File: src/rtl/alu_arbiter.sv
// ============================================================================
// Module      : alu_arbiter
// Description : Two-requester arbiter in front of a shared combinational ALU,
//               with registered operands and a ready/valid result port.
//               Define ALU_ARB_RR_EN for round-robin, otherwise fixed priority.
// Revision    : 1.0 - initial release
// ============================================================================
`default_nettype none

module alu_arbiter #(
    parameter int WIDTH = 64,
    parameter int SELW  = 4
) (
    input  logic             clk,
    input  logic             rst,

    input  logic             req0_valid,
    output logic             req0_ready,
    input  logic [WIDTH-1:0] req0_x,
    input  logic [WIDTH-1:0] req0_y,
    input  logic [SELW-1:0]  req0_sel,

    input  logic             req1_valid,
    output logic             req1_ready,
    input  logic [WIDTH-1:0] req1_x,
    input  logic [WIDTH-1:0] req1_y,
    input  logic [SELW-1:0]  req1_sel,

    output logic [WIDTH-1:0] alu_x,
    output logic [WIDTH-1:0] alu_y,
    output logic [SELW-1:0]  alu_sel,
    input  logic [WIDTH-1:0] alu_z,

    output logic             rsp_valid,
    input  logic             rsp_ready,
    output logic [WIDTH-1:0] rsp_z,
    output logic             rsp_id
);

    typedef enum logic [1:0] {
        S_IDLE = 2'd0,
        S_EXEC = 2'd1,
        S_RESP = 2'd2
    } state_e;

    state_e            state_q, state_d;
    logic [WIDTH-1:0]  op_x_q, op_x_d;
    logic [WIDTH-1:0]  op_y_q, op_y_d;
    logic [SELW-1:0]   op_sel_q, op_sel_d;
    logic [WIDTH-1:0]  rsp_z_q, rsp_z_d;
    logic              rsp_id_q, rsp_id_d;

    logic              grant_any;
    logic              pick1;

    // Ready is only offered from IDLE and never while reset is held.
    assign grant_any = (state_q == S_IDLE) && !rst && (req0_valid || req1_valid);

`ifdef ALU_ARB_RR_EN
    logic ptr_q, ptr_d;

    assign pick1 = req1_valid && (!req0_valid || ptr_q);

    always_comb begin
        ptr_d = ptr_q;
        if (grant_any) begin
            ptr_d = !pick1;
        end
    end

    always_ff @(posedge clk) begin
        if (rst) begin
            ptr_q <= 1'b0;
        end else begin
            ptr_q <= ptr_d;
        end
    end
`else
    assign pick1 = req1_valid && !req0_valid;
`endif

    assign req0_ready = grant_any && !pick1;
    assign req1_ready = grant_any && pick1;

    always_comb begin
        state_d  = state_q;
        op_x_d   = op_x_q;
        op_y_d   = op_y_q;
        op_sel_d = op_sel_q;
        rsp_z_d  = rsp_z_q;
        rsp_id_d = rsp_id_q;
        case (state_q)
            S_IDLE: begin
                if (grant_any) begin
                    op_x_d   = pick1 ? req1_x   : req0_x;
                    op_y_d   = pick1 ? req1_y   : req0_y;
                    op_sel_d = pick1 ? req1_sel : req0_sel;
                    rsp_id_d = pick1;
                    state_d  = S_EXEC;
                end
            end
            S_EXEC: begin
                rsp_z_d = alu_z;
                state_d = S_RESP;
            end
            S_RESP: begin
                if (rsp_ready) begin
                    state_d = S_IDLE;
                end
            end
            default: begin
                state_d = S_IDLE;
            end
        endcase
    end

    always_ff @(posedge clk) begin
        if (rst) begin
            state_q  <= S_IDLE;
            op_x_q   <= '0;
            op_y_q   <= '0;
            op_sel_q <= '0;
            rsp_z_q  <= '0;
            rsp_id_q <= 1'b0;
        end else begin
            state_q  <= state_d;
            op_x_q   <= op_x_d;
            op_y_q   <= op_y_d;
            op_sel_q <= op_sel_d;
            rsp_z_q  <= rsp_z_d;
            rsp_id_q <= rsp_id_d;
        end
    end

    // The ALU only ever sees latched operands, so requester churn cannot
    // disturb an operation already in flight.
    assign alu_x     = op_x_q;
    assign alu_y     = op_y_q;
    assign alu_sel   = op_sel_q;
    assign rsp_valid = (state_q == S_RESP);
    assign rsp_z     = rsp_z_q;
    assign rsp_id    = rsp_id_q;

endmodule

`default_nettype wire

File: config.mk
export PLATFORM = sky130hd
export DESIGN_NAME = alu_arbiter
export DESIGN_NICKNAME = d
export VERILOG_FILES = /design/src/rtl/alu_arbiter.sv
export SDC_FILE = /design/constraint.sdc
export NUM_CORES = 1
export LEC_CHECK = 0
export ABC_AREA = 1
export CORE_AREA = 2 2 207 209
export CTS_CLUSTER_DIAMETER = 100
export DETAILED_ROUTE_END_ITERATION = 16
export DIE_AREA = 0 0 209 211
export GPL_ROUTABILITY_DRIVEN = 0
export SLEW_MARGIN = 20
export SYNTH_ARGS = -nofsm -noshare
export SYNTH_HDL_FRONTEND = slang
export SYNTH_SLANG_ARGS = --single-unit
File: constraint.sdc
create_clock -name clk -period 1.4 [get_ports clk]
set_input_delay 0.14 -clock clk [delete_from_list [all_inputs] [get_ports clk]]
set_output_delay 0.14 -clock clk [all_outputs]
set_load 0.01 [all_outputs]
Yosys cells after proc, flatten, opt, wreduce, memory -nomap -nowiden
Cells that the tools add are included.
{"block": "op_classes", "n_reduce_logical": 12, "mux": 6, "n_eq_ne": 4}
{"operator": "2-to-1 mux 64 bit", "count": 2}
{"operator": "one-hot mux 2 bit (3 select lines)", "count": 1}
{"operator": "logical AND 1 bit", "count": 5}
{"operator": "2-to-1 mux 2 bit", "count": 2}
{"operator": "2-to-1 mux 4 bit", "count": 1}
{"operator": "AND reduction 2 bit", "count": 2}
{"operator": "logical NOT 1 bit", "count": 3}
{"operator": "== test 2 x 1 -> 1 bit (second input constant)", "count": 1}
{"operator": "== test 2 bit (second input constant)", "count": 1}
{"operator": "logical NOT 2 bit", "count": 1}
{"operator": "inequality test 2 x 1 -> 1 bit (second input constant)", "count": 1}
{"operator": "inequality test 2 bit (second input constant)", "count": 1}
{"operator": "logical OR 1 bit", "count": 1}
{"block": "word_totals", "word_cells": 28, "register_bits": 199, "out_inout_bits": 200, "input_bits": 333}

Longest topological paths before layout
{"block": "depth", "word_depth": 5, "mapped_depth": 8, "ltp_nobuf": 6}

Least setup slack after synthesis
Ideal clock, no wire load.
{"block": "synth_path", "path_kind": "reg-to-reg", "start": "register state_q[1]", "end": "register state_q[1]", "path_stages_with_launch": 6, "period_less_slack_ps": 1159, "path_slack_ps": 241, "arrival_time_ps": 1027, "path_buffers": 2, "t_required_ps": 1268, "setup_ps": 132, "cell_sequence": "dfxtp_1 -> nor2_1 -> inv_1 -> buf_2 -> clkbuf_1 -> a21oi_1"}
{"block": "synth_between", "elab_chain_cells": 5, "elab_cells_between_ends": 9, "cone_classes": "eq/ne: 4; mux: 1; reduce/logical: 4"}
{"element": "start: declaration", "line_no": "46", "text": "state_e state_q, state_d;"}
{"element": "start signal: assignment", "line_no": "126", "text": "state_q <= state_d;"}
{"element": "logical NOT 2 bit", "line_no": "57, 92"}
{"element": "logical AND 1 bit (2 in series)", "line_no": "57", "text": "assign grant_any = (state_q == S_IDLE) && !rst && (req0_valid || req1_valid);"}
{"element": "inequality test 2 bit (no line)"}
{"element": "AND reduction 2 bit (no line)"}
Several ways; a longest one is shown, not always the timed one.
A chain may end at the register's enable or synchronous reset.

Worst setup path after layout
{"block": "layout_path", "start": "register state_q[1]", "end": "register op_x_q[10] (netlist: alu_x[10])"}
{"block": "layout_between", "elab_chain_cells": 4}
{"element": "logical NOT 2 bit (*)", "line_no": "57, 92"}
{"element": "logical AND 1 bit (2 in series)", "line_no": "57"}
{"element": "AND reduction 2 bit (no line) (*)"}
{"element": "end signal: assignment", "line_no": "127", "text": "op_x_q <= op_x_d;"}
{"element": "end: declaration", "line_no": "47", "text": "logic [WIDTH-1:0] op_x_q, op_x_d;"}
Mark *: on every way between the ends. The rest lies on a longest branch, timed or not.

==> impl_metrics.json <==
{
  "clock-sinks": 199,
  "skew_ps": 7.32,
  "dp_hpwl_mm": 28.0,
  "rows": 75,
  "clk_latency_ps": 460,
  "grt_remaining_overflow": 0,
  "rr_worst_depth": 7,
  "grt_pass1_wl_mm": 55.8,
  "crit_slowest_cell": "dfxtp_4",
  "p_sw_mw": 4.37,
  "p_clk_frac": 0.326,
  "fin_hold_ws_ps": 156,
  "hold_violations": 0,
  "drive_above_1_share": 0.0863,
  "p_int_mw": 10.7,
  "pwr-share-comb": 0.255,
  "die_x_um": 209,
  "yosys_warnings": 0,
  "synthCells": 1312,
  "max_cap_violations": 0,
  "antenna_found_initial": 0,
  "grt.met3_usage": 0.0480,
  "htree_num_levels": 4,
  "violations": "negative setup slack",
  "avgSynthCellArea_sq_um": 6.65,
  "nNetsFinal": 2151,
  "holdCritPathClass": "input port to flop",
  "ioPinCount": 533,
  "gr-max-usage-layer": "met2",
  "die_area_sq_um": 44100,
  "p_per_area_nw_per_um2": 973,
  "fmax_ghz": 0.691,
  "vias": 10300,
  "slew_headroom": 0.570,
  "grt_pass1_vias": 10000,
  "p_leak_nw": 7.16,
  "layout_common_cells": "522 x nand2_1, 330 x clkdlybuf4s50_1, 198 x dfxtp_1",
  "clock_path_buffers": 2,
  "clk_pin_slew_worst_paths_ps": 70,
  "slew_violations": 0,
  "finalSetupViolCount": 26,
  "cts_tree": "yes",
  "worstReg2RegStart": "state_q[1]$_SDFFE_PP0P_",
  "drt_wl_total_mm": 38.3,
  "crit_fanout": 25,
  "crit_required_ps": 1790,
  "synth_cell_type_count": 17,
  "syn2layout_area_growth_pct": 77.5,
  "hold_start": "req1_valid",
  "ir_worst_vdd_mv": 0.693,
  "ant_nets": 0,
  "critPathArrivalTime_ps": 1840,
  "grt_max_degree": 102,
  "fp.dieH_um": 211,
  "end_kind": "flop",
  "numCtsBuffers": 17,
  "seqPwrFrac": 0.419,
  "use_met2": 0.278,
  "yosysSeqAreaShare": 0.457,
  "cpMostUsedCell": "nor2_4",
  "crit_type": "flop to flop",
  "cp-start-kind": "flop",
  "holdPathEnd": "alu_y[2]$_SDFFE_PP0P_",
  "ys_ff_latch": 199,
  "hold_depth": 5,
  "avgRoutedWirePerCell_um": 16.2,
  "path_cells": "nor2_4 > nand2_4 > nor2_4 > buf_12 > clkbuf_16 > nand2_1 > a21oi_2",
  "port_buffers": 532,
  "reg2reg_to": "alu_x[10]$_SDFFE_PP0P_",
  "synth_fp_nets": 1645,
  "post-place-ws_ps": -296,
  "cts-root-buf": "clkbuf_16",
  "setup_ws_ps": -46.6,
  "core_sq_um": 41800,
  "layout_commonest_cell": "nand2_1",
  "outcome": "finished, violations left",
  "initial_utilization": 0.209,
  "period_needed_ps": 1450,
  "dr.first_iter.drc_count": 676,
  "max_stage_delay_ps": 360,
  "viasPerCell": 4.37,
  "switching_share": 0.291,
  "syn_area_sq_um": 8720,
  "drcViolationCount": 0,
  "grt_usage": 0.163,
  "diodes": 0,
  "dr.pass1.iters": 5,
  "finalCritPeriodShare": 1.03,
  "r2r_slack_ps": -50,
  "worstMarginPinSlew_ps": 645,
  "holdBufCountCts": 0,
  "rsz0062_at_grt": "true",
  "grt_util_met1": 0.193
}
==> power by group through the flow <==
stage,Sequential (mW),Clock (mW),Combinational [mW]
finish,6.31,4.90,3.84
global route,6.36,5.36,4.17
CTS,6.31,5.10,3.68
detailed placement,6.45,0,3.94
global placement,6.43,0,3.93
floorplan,6.63,0,1.31
==> what timing repair did <==
action | in CTS | in global routing
setup endpoints to repair | 243 | 157
pin swaps | 2 | 2
cloned | 0 | 3
buffers inserted | 0 | 4
resized for setup | 224 | 59
==> registers in the layout (all words and copies together), names as in the netlist <==
| name | count |
|---|---|
| rsp_z | 64 |
| alu_sel | 4 |
| alu_x | 64 |
| rsp_id | 1 |
| state_q | 2 |
| alu_y | 64 |
==> cell usage after synthesis <==
cell type  number  area (sq um)
buf_6           8          90.1
nand2_2         2          12.5
a21oi_1       133           666
nor2_4          2          22.5
clkbuf_1       52           195
nand2_1       531          1990
buf_1           4          15.0
buf_2          42           210
nand3_2         1          10.0
dfxtp_1       199          3980
buf_4           1          7.51
nor2_1        133           499
inv_2           2          7.51
inv_1           5          18.8
o21ai_0        64           320
nand3_1       132           661
o22ai_1         1          6.26
==> logic make-up (layout without fill, tap and decap cells) <==
family / after synthesis / after routing / share of synthesized area
compound gates: 198 / 198 / 0.114
buf+inv: 114 / 632 / 0.0624
flops: 199 / 199 / 0.457
simple gates: 801 / 801 / 0.367
==> metrics by stage <==
step / instance area, sq um / util / total power, mW / instances / TNS (ps)
floorplan: 8720 / - / 7.94 / 1312 / 0
global route: 15500 / 0.371 / 15.9 / 2369 / -4210
finish: 15500 / 0.371 / 15.0 / 2369 / -445
global placement: 14800 / 0.355 / 10.4 / 2331 / -26170
CTS: 15200 / 0.363 / 15.1 / 2362 / -125
detailed placement: 14800 / 0.355 / 10.4 / 2331 / -29900
==> worst max-delay path by stage <==
stage / cells after the start / slack [ps] / startpoint / endpoint
floorplan: 5 / 240 / state_q[1]$_SDFFE_PP0P_ / state_q[1]$_SDFFE_PP0P_
global placement: 8 / -260 / req0_valid / alu_y[63]$_SDFFE_PP0P_
detailed placement: 8 / -300 / req0_valid / alu_y[26]$_SDFFE_PP0P_
CTS: 4 / -40 / state_q[1]$_SDFFE_PP0P_ / req1_ready
global route: 7 / -100 / state_q[1]$_SDFFE_PP0P_ / alu_x[40]$_SDFFE_PP0P_
finish: 7 / -50 / state_q[1]$_SDFFE_PP0P_ / alu_x[10]$_SDFFE_PP0P_
==> metal layers <==
layer  vias to the layer above  share of wire  routed length (um)
met5                         -              0                   0
met4                         0          0.027                1020
met3                        55          0.064                2440
met2                       370           0.48               18600
met1                      4729           0.42               16300
li1                       5195              -                   -
==> critical path, delay by kind of cell (launching register included) <==
kind	cells	cell delay, ps
AND/OR/NAND/NOR	4	490
AO/OA/AOI/OAI	1	120
flip-flops	1	360
buffers and inverters	2	380
==> cell type report <==
| class | instances | area, sq um |
|---|---|---|
| clock inverters | 11 | 126 |
| repair buffers | 594 | 5820 |
| multi-input cells | 999 | 4400 |
| clock buffers | 20 | 437 |
| flip-flops and latches | 199 | 3990 |
| fillers | 4433 | 26300 |
| inverters | 7 | 28.8 |
| well taps | 539 | 674 |
(Power assumes the default switching activity.)
